$ cat src/rtl/sdram_pkg.sv
// Shared SDRAM controller definitions: command encodings {CS_n,RAS_n,CAS_n,WE_n},
// idle bank/address values and the precharge/auto-refresh wait counts.
package sdram_pkg;

    localparam logic [3:0]  CMD_NOP       = 4'b0111;
    localparam logic [3:0]  CMD_P_CHARGE  = 4'b0010;
    localparam logic [3:0]  CMD_AUTO_REF  = 4'b0001;
    localparam logic [3:0]  CMD_M_REG_SET = 4'b0000;
    localparam logic [3:0]  CMD_ACTIVE    = 4'b0011;
    localparam logic [3:0]  CMD_READ      = 4'b0101;
    localparam logic [3:0]  CMD_WRITE     = 4'b0100;
    localparam logic [3:0]  CMD_B_STOP    = 4'b0110;

    localparam logic [1:0]  DEF_BA        = 2'b11;
    localparam logic [10:0] DEF_ADDR      = 11'h7ff;   // A10 high selects all banks

    localparam logic [2:0]  TRP_CLK       = 3'd2;
    localparam logic [2:0]  TRC_CLK       = 3'd7;

endpackage

$ cat src/rtl/sdram_a_ref.sv
// Periodic auto-refresh generator.
// Raises aref_req once per refresh interval after init_end; on grant (aref_en in
// IDLE) issues PRECHARGE-ALL, waits tRP, then AREF_NUM AUTO-REFRESH commands each
// followed by a tRC wait, and pulses aref_end.
// Ports:
//   sys_clk, sys_rst_n      clock, async active-low reset
//   init_end                SDRAM init complete (level)
//   aref_en                 arbiter grant
//   aref_req                refresh request
//   aref_cmd/ba/addr        command bus to arbiter mux (registered cmd)
//   aref_end                one-cycle done pulse
//
// state     | meaning
// AREF_IDLE | waiting for request + grant
// AREF_PCHA | precharge-all issued from this state
// AREF_TRP  | tRP wait
// AUTO_REF  | auto-refresh issued from this state
// AREF_TRF  | tRC wait after each auto-refresh
// AREF_END  | sequence done, aref_end high
module sdram_a_ref
    import sdram_pkg::*;
#(
    parameter logic [9:0] CNT_REF_MAX = 10'd749,
    parameter logic [1:0] AREF_NUM    = 2'd2
) (
    input  logic        sys_clk,
    input  logic        sys_rst_n,
    input  logic        init_end,
    input  logic        aref_en,
    output logic        aref_req,
    output logic [3:0]  aref_cmd,
    output logic [1:0]  aref_ba,
    output logic [10:0] aref_addr,
    output logic        aref_end
);

    localparam logic [2:0] AREF_IDLE = 3'd0;
    localparam logic [2:0] AREF_PCHA = 3'd1;
    localparam logic [2:0] AREF_TRP  = 3'd2;
    localparam logic [2:0] AUTO_REF  = 3'd3;
    localparam logic [2:0] AREF_TRF  = 3'd4;
    localparam logic [2:0] AREF_END  = 3'd5;

    logic [2:0] state_q, state_d;
    logic [9:0] cnt_ref_q, cnt_ref_d;
    logic [2:0] cnt_clk_q, cnt_clk_d;
    logic [1:0] cnt_aref_q, cnt_aref_d;
    logic       aref_req_q, aref_req_d;
    logic [3:0] cmd_q, cmd_d;
    logic       trp_end, trc_end;

    assign trp_end = (state_q == AREF_TRP) && (cnt_clk_q == TRP_CLK);
    assign trc_end = (state_q == AREF_TRF) && (cnt_clk_q == TRC_CLK);

    always_comb begin
        cnt_ref_d = cnt_ref_q;
        if (!init_end)
            cnt_ref_d = 10'd0;
        else if (cnt_ref_q == CNT_REF_MAX)
            cnt_ref_d = 10'd0;
        else
            cnt_ref_d = cnt_ref_q + 10'd1;
    end

    // Set has priority so an interval expiring on a grant edge is not lost.
    always_comb begin
        aref_req_d = aref_req_q;
        if (init_end && (cnt_ref_q == CNT_REF_MAX))
            aref_req_d = 1'b1;
        else if ((state_q == AREF_IDLE) && aref_en)
            aref_req_d = 1'b0;
    end

    always_comb begin
        state_d = state_q;
        case (state_q)
            AREF_IDLE: if (aref_en && aref_req_q) state_d = AREF_PCHA;
            AREF_PCHA: state_d = AREF_TRP;
            AREF_TRP:  if (trp_end) state_d = AUTO_REF;
            AUTO_REF:  state_d = AREF_TRF;
            AREF_TRF:  if (trc_end) state_d = (cnt_aref_q == AREF_NUM) ? AREF_END : AUTO_REF;
            AREF_END:  state_d = AREF_IDLE;
            default:   state_d = AREF_IDLE;
        endcase
    end

    always_comb begin
        cnt_clk_d = cnt_clk_q + 3'd1;
        if ((state_q == AREF_IDLE) || (state_q == AREF_END) || trp_end || trc_end)
            cnt_clk_d = 3'd0;
    end

    always_comb begin
        cnt_aref_d = cnt_aref_q;
        if (state_q == AREF_IDLE)
            cnt_aref_d = 2'd0;
        else if (state_q == AUTO_REF)
            cnt_aref_d = cnt_aref_q + 2'd1;
    end

    always_comb begin
        cmd_d = CMD_NOP;
        case (state_q)
            AREF_PCHA: cmd_d = CMD_P_CHARGE;
            AUTO_REF:  cmd_d = CMD_AUTO_REF;
            default:   cmd_d = CMD_NOP;
        endcase
    end

    always_ff @(posedge sys_clk or negedge sys_rst_n) begin
        if (!sys_rst_n) begin
            state_q    <= AREF_IDLE;
            cnt_ref_q  <= 10'd0;
            cnt_clk_q  <= 3'd0;
            cnt_aref_q <= 2'd0;
            aref_req_q <= 1'b0;
            cmd_q      <= CMD_NOP;
        end else begin
            state_q    <= state_d;
            cnt_ref_q  <= cnt_ref_d;
            cnt_clk_q  <= cnt_clk_d;
            cnt_aref_q <= cnt_aref_d;
            aref_req_q <= aref_req_d;
            cmd_q      <= cmd_d;
        end
    end

    assign aref_req  = aref_req_q;
    assign aref_cmd  = cmd_q;
    assign aref_ba   = DEF_BA;
    assign aref_addr = DEF_ADDR;
    assign aref_end  = (state_q == AREF_END);

endmodule

$ cat config.mk
export PLATFORM = sky130hd
export DESIGN_NAME = sdram_a_ref
export DESIGN_NICKNAME = d
export VERILOG_FILES = /design/src/rtl/sdram_pkg.sv /design/src/rtl/sdram_a_ref.sv
export SDC_FILE = /design/constraint.sdc
export NUM_CORES = 1
export LEC_CHECK = 0
export BUFFER_PORTS_ARGS = -buffer_cell sky130_fd_sc_hd__buf_2
export CORE_MARGIN = 3
export CORE_UTILIZATION = 60
export CTS_BUF_LIST = sky130_fd_sc_hd__clkbuf_8
export DETAILED_ROUTE_END_ITERATION = 6
export PLACE_DENSITY = 0.86
export SLEW_MARGIN = 20
export SYNTH_ARGS = -nofsm -noshare
export SYNTH_HDL_FRONTEND = slang
export SYNTH_SLANG_ARGS = --single-unit
$ cat constraint.sdc
create_clock -name sys_clk -period 4.78 [get_ports sys_clk]
set_clock_uncertainty 0.15 [all_clocks]
set_input_delay 0.956 -clock sys_clk [delete_from_list [all_inputs] [get_ports sys_clk]]
set_output_delay 0.956 -clock sys_clk [all_outputs]
set_load 0.1 [all_outputs]
## Word-level counts from Yosys, hierarchy flattened

Cells that the tools add are included.

| cells by class | value |
|---|---|
| add/subtract/negate cells | 3 |
| eq/ne operators | 12 |
| muxes and demuxes | 13 |
| reductions and logical operators | 12 |

Operator list:

| operator | count |
|---|---|
| $mux W10 | 2 |
| $mux W3 | 5 |
| $pmux W3 S5 | 1 |
| $add A10 B1 Y10 const B | 1 |
| $eq A10 B10 Y1 const B | 1 |
| $eq A3 B2 Y1 const B | 3 |
| $eq A3 B3 Y1 const B | 3 |
| $pmux W3 S2 | 1 |
| $logic_and A1 B1 Y1 | 5 |
| $mux W2 | 2 |
| $ne A2 B2 Y1 const B | 2 |
| $reduce_bool A2 Y1 | 2 |
| $add A3 B1 Y3 const B | 1 |
| $eq A3 B1 Y1 const B | 1 |
| $logic_not A3 Y1 | 1 |
| $logic_or A1 B1 Y1 | 3 |
| $reduce_and A3 Y1 | 1 |
| $add A2 B1 Y2 const B | 1 |
| $eq A2 B2 Y1 const B | 1 |
| $mux W1 | 2 |
| $ne A2 B1 Y1 const B | 1 |

| word-level totals | value |
|---|---|
| register bits | 23 |
| word-level logic and storage cells | 46 |

## Logic depth before layout (Yosys ltp)

Gate-level depths: netlist (run 1).

| logic depth | value |
|---|---|
| word-level depth | 5 |
| gate-level depth with buffers | 6 |
| gate-level depth less buffers | 6 |

## Worst setup path before layout (run 1)

Ideal clock, no wire load.

| timing | value |
|---|---|
| path type | reg2out |
| start | register state_q[1] |
| end | output port aref_end |
| arrival time | 1.458 ns |
| slack | 2.216 ns |
| stages on the path, launching flop included | 4 |
| cell sequence | dfrtp_1 > clkbuf_1 > inv_1 > and3_1 |

| on the way | value |
|---|---|
| cells in the longest elaborated chain, start to end | 1 |

RTL lines:

| item | RTL line | source |
|---|---|---|
| start, declared | sdram_a_ref.sv:44 | `logic [2:0] state_q, state_d;` |
| start signal, assigned | sdram_a_ref.sv:119 | `state_q <= state_d;` |
| $eq A3 B3 Y1 | sdram_a_ref.sv:132 | `assign aref_end = (state_q == AREF_END);` |
| end, declared | sdram_a_ref.sv:34 | `output logic aref_end` |

Every way passes these cells.

## Worst setup path in the final report (run 1)

Same ends and word-level chain as after synthesis.

==> results of run 1 <==
-- metal layers --
| metal | track usage, % | vias up |
|---|---|---|
| met5 | 0 | - |
| met4 | 8.520 | 0 |
| met3 | 2.671 | 4 |
| met2 | 32.61 | 22 |
| met1 | 18.71 | 398 |
| li1 | - | 395 |
-- per-stage QoR --
stage,instance area [um2],cells
after CTS,1232,152
after detailed placement,1177,148
after floorplan,1222,132
after global routing,1232,152
final,1232,152
after global placement,1177,148
-- worst min path at each step --
stage and end:
2_1_floorplan cnt_clk_q[0], 3_3_place_gp cnt_clk_q[0], 3_5_place_dp cnt_clk_q[0], 4_1_cts cnt_clk_q[0], 5_1_grt cnt_clk_q[0], 6_report cnt_clk_q[0]
-- flip-flops by register name, summed over array words and instances (netlist names) --
signal	flops
cnt_ref_q	10
aref_cmd	3
state_q	3
cnt_aref_q	2
cnt_clk_q	3
aref_req	1
-- kinds of logic (layout without fill, tap and decap cells) --
kind of cell	after synthesis	in the layout	share of synthesized area (%)
adder cells (fa/ha/maj)	6	6	6.376
flip-flops	22	22	47.08
AO/OA/AOI/OAI	20	20	11.80
XOR/XNOR	5	5	3.720
buffers and inverters	26	21	12.75
AND/OR/NAND/NOR	38	38	16.79
multiplexers	1	1	0.8502
other	2	14	0.6379
-- Yosys cell counts, drive strengths merged, types with 2 or more instances --
cell type  number  share of area [%]
ha              6                6.4
o211ai          2                1.3
buf            14                8.9
nand2b          3                1.6
xnor2           2                1.5
xor2            3                2.2
a31oi           3                1.6
inv             9                2.9
conb            2               0.64
nand2           8                2.6
nand4           2                1.1
and3            2                1.1
a22o            2                1.5
nor2b           2                1.1
nand3           5                2.6
nor2            9                2.9
dfstp           3                6.7
o21ai           4                2.0
clkbuf          3               0.96
dfrtp          19                 40
a21oi           3                1.3
or3             3                1.6
-- cell type report --
type / count / area, um2
Fill cell: 144 / 550.5
Sequential cell: 22 / 554.3
Multi-Input combinational cell: 84 / 518.0
Timing Repair Buffer: 8 / 40.04
Tap cell: 25 / 31.28
Inverter: 9 / 33.78
Clock buffer: 4 / 55.05
-- power groups by stage --
stage                     Clock (mW)  Combinational [mW]  Sequential, mW
after floorplan                    0               0.202           0.324
after global placement             0               0.269           0.277
after global routing           0.141               0.301           0.285
after detailed placement           0               0.276           0.281
after CTS                      0.133               0.278           0.279
final                          0.130               0.276           0.279
==> metrics, run 1 <==
Max stage delay cell, worst path=dfrtp_1; I/O Pins=23; TritonCTS buffer count=3; quantity of gates resized following cts=0; post-layout util=69.12%; Max Clock Freq=382.5 MHz; ys flop type=dfrtp_1; Int Pwr=about 0.38 mW; layout cells sized above 1=13.39%; Tightest Hold Check Type=reg2reg; critical path depth in cells=3; Tot GR Track Use=17.40%; Clk network pwr share=19.0%; Post-Syn Area=1177 um2; CTS Hold Bufs=0; HPWL Detailed=around 1500 um; critical path class=reg2out; via count=819; Crit path largest cell delay=460 ps; CP Cell Sequence=inv_1, and3_1, buf_2; Psw=0.3035 mW; Slew Limit Fails=0; worst r2r src=cnt_ref_q[1]; Yosys reg bits=22; Final WS setup=approximately 2200 ps; largest net degree at the start of global routing=23; initial antenna violation count=0; Initial Utilization=66.04%; Pwr Total=0.6843 mW; PwrDens=555.3 nW/um2; Sequential Power Share=40.8%; clock latency on the worst-skew pair=roughly 260 ps; H-tree depth=1; drt wl/cell=12.66 um; Peak VDD IR=0.3660 mV; Hold Fails Final Rpt=0; area grow syn2layout=4.676%; register area share after synthesis=47.08%; Die W=50.30 um; Syn Area/Cell=9.811 um2; IO buf count=8; EDFF count, synth=0; most frequent cells in the layout=dfrtp_1, conb_1, inv_1, nor2_1; critical path startpoint=state_q[1]; worst hold start=cnt_clk_q[0]; Critical R2R Capture=cnt_ref_q[3]; CP Launch Type=flip-flop; CP required=about 3700 ps; warnings from Yosys=0; Sink Count=22; WHS Path Cells=1; outcome=completed; minimum clock period=2614 ps; met2 wire length=1027 um; die height=approximately 50 um; switching share of power=44.35%; Comb power frac=40.3%; DRT met1 WL=778 um; worst endpoint data arrival time=1510 ps; Setup TNS=0 ps; GR Overflow Total=0; FP Rows=15; DIE AREA=2530 um2; met3 wire len=91 um; Clock Root Buffer=clkbuf_8; postcts setup bufs=0; hold_ws=approximately 350 ps; core area=1783 um2; setup violators final=0; worst r2r path cells=6; vias per cell=5.388; initial DRC count=11; drt pass-1 iters=4; CP delay by family, top=buffers and inverters; NumNets Final=138; Leak Pwr=0.5753 nW; Yosys cell types=35; Routed Antenna Nets=0; clk slew on worst S/H paths=70 ps; # DRC=0; most common cell after layout, fill and taps aside=dfrtp_1; Post-synth ARST share=between 90% and 100%; fin crit share=54.69%; routed wire length=~1900 um; Highest Signal Layer=met4; Final Wtd Congestion=0.7680; Reg2Reg Setup Slack=3010 ps; CP Buf/Inv Count=2; critical path capture point type=output port; number of diodes=0; pre-CTS setup slack=2440 ps; Clock Path Buffers=2; Critical Path End=aref_end; vias in the first global route=822; first-pass GRT wire length=~3300 um; max-cap violations=0; RSZ-0062 raised after global routing=false; crit-path max FO=8; Post-Synthesis Cells=120; TritonCTS clock tree=done
No activity file was read; power rests on OpenSTA's default activity.
==> run 2: changes to the inputs <==
Settings changed: CORE_UTILIZATION 60 to 51, PLACE_DENSITY 0.86 to 0.78.
Clock period 4.78 ns to 2.3 ns, I/O delays scaled along.
==> run 2 against run 1 <==
Effect of this change:
- the run now ends with negative hold slack left
- via count down 2.3%
- cell count up 1.3%
- wire length down 3.4%
- sequential power up 110%
- first-iteration DRC count down 73%
- sequential share of layout area down 0.091 points
- core utilization down 9.2 points
- die area up 15%
- flip-flop and latch count unchanged
- critical path type unchanged
==> metrics, run 2 (same netlist as run 1, synthesis figures left out) <==
first-pass GRT wire length=3174 um (-4.7%); largest reg by FF count=cnt_ref_q; routed wire length=1859 um (-3.4%); Sink Count=22 (unchanged); core area=2062 um2 (+16%); TritonCTS buffer count=3 (unchanged); RSZ-0062 raised after global routing=false; global-route met3 utilization=2.493% (-0.18 points); Slew Limit Fails=0 (unchanged); Clock Root Buffer=clkbuf_8; NumNets Final=138 (unchanged); CTS Hold Bufs=0 (unchanged); critical path capture point type=output port; clock latency on the worst-skew pair=260 ps (about the same); Leak Pwr=0.5753 nW (unchanged); number of flip-flops under the largest register name=10 (unchanged); outcome=complete, but fails checks; Clock Path Buffers=2 (unchanged); # DRC=0 (unchanged); IO buf count=8 (unchanged); drt wl/cell=12.07 um (-4.6%); most common cell after layout, fill and taps aside=dfrtp_1; post-layout util=59.89% (-9.2 points); CP Cell Sequence=inv_1, and3_1, buf_2; Die W=54.05 um (+7.5%); Max Clock Freq=473.6 MHz; H-tree depth=1 (unchanged); most frequent cells in the layout=dfrtp_1, conb_1, inv_1, nor2_1; largest net degree at the start of global routing=23 (unchanged); clk slew on worst S/H paths=80 ps (about the same); failing checks=negative hold slack; Hold Fails Final Rpt=19 (+19); HPWL Detailed=1404 um (-4.0%); crit-path max FO=8 (unchanged); worst endpoint data arrival time=1500 ps (about the same); M2 GR Usage=29.03% (-3.6 points); CP Buf/Inv Count=2 (unchanged); CP required=1690 ps (-1980 ps); CP Launch Type=flip-flop; initial DRC count=3 (-8); worst r2r path cells=6 (unchanged); number of diodes=0 (unchanged); hold_ws=-6.657 ps (-358.2 ps); critical path class=reg2out; die height=54.05 um (+7.5%); vias per cell=5.195 (-3.6%); Max stage delay cell, worst path=dfrtp_1; minimum clock period=2111 ps; Reg2Reg Setup Slack=570 ps (-2440 ps); CP delay by family, top=buffers and inverters; DIE AREA=2921 um2 (+15%); Tightest Hold Check Type=in2async; max-cap violations=0 (unchanged); Peak VDD IR=0.8306 mV (+130%); layout filler cell count=181 (+26%); I/O Pins=23 (unchanged); FP Rows=16 (+1); critical path startpoint=state_q[1]; via count=800 (-2.3%); TritonCTS clock tree=done; worst r2r src=cnt_ref_q[1]; drt pass-1 iters=4 (unchanged); GR peak layer=met2; Tot GR Track Use=15.31% (-2.1 points); fin crit share=91.80%; area grow syn2layout=4.888%; Final Wtd Congestion=0.7951 (+3.5%); PwrDens=1149 nW/um2 (+110%); Crit path largest cell delay=470 ps (about the same); initial antenna violation count=0 (unchanged); postcts setup bufs=0 (unchanged); Initial Utilization=57.10% (-8.9 points); layout cells sized above 1=13.39% (unchanged); vias in the first global route=770 (-6.3%); Routed Antenna Nets=0 (unchanged); met1 Resource Use GR=16.08% (-2.6 points); GR Overflow Total=0 (unchanged); Setup TNS=0 ps (unchanged); setup violators final=0 (unchanged); quantity of gates resized following cts=0 (unchanged); Critical R2R Capture=cnt_ref_q[4]
-- run 2: layout make-up --
type	instances	area (um2)	area share (%)
multi-input cells	84	518.0	41.95
flip-flops and latches	22	554.3	44.88
well taps	27	33.78	2.736
clock buffers	4	55.05	4.458
repair buffers	8	40.04	3.242
inverters	9	33.78	2.736
-- run 2: report_power, final --
group / internal, mW / switching, mW / total, mW / leakage, nW
Sequential: 0.489 / 0.0895 / 0.578 / 0.286
Combinational: 0.151 / 0.418 / 0.569 / 0.261
Clock: 0.152 / 0.119 / 0.272 / 0.0288
Total: 0.792 / 0.627 / 1.42 / 0.575
-- run 2: routing by layer --
metal	up-vias	wire length, um
met5	-	0
met4	0	29
met3	3	112
met2	22	971
met1	382	746
li1	393	-
-- run 2: worst register-to-register path, cell delays in order (launching register included) --
cell and delay, ps:
dfrtp_1 410, inv_1 70, ha_1 140, nand4_1 80, or3_1 410, o21ai_2 280
nor2_1 90
-- run 2: worst max path at each step --
stage | slack (ps) | cells after the start | to
6_report | 190 | 3 | aref_end
5_1_grt | 130 | 3 | aref_end
4_1_cts | 190 | 3 | aref_end
3_5_place_dp | 480 | 3 | aref_end
3_3_place_gp | 510 | 3 | aref_end
2_1_floorplan | 230 | 3 | aref_end
-- run 2: stage by stage --
stage | area (um2) | hold WS (ps) | setup slack (ps) | power (mW) | cells
global placement | 1180 | 293.4 | 511.0 | 1.138 | 150
global route | 1235 | 32.44 | 134.8 | 1.519 | 154
finish | 1235 | -6.657 | 188.6 | 1.419 | 154
floorplan | 1222 | 14.41 | 231.9 | 1.092 | 132
detailed placement | 1180 | 302.7 | 478.3 | 1.162 | 150
CTS | 1235 | 10.87 | 190.6 | 1.438 | 154
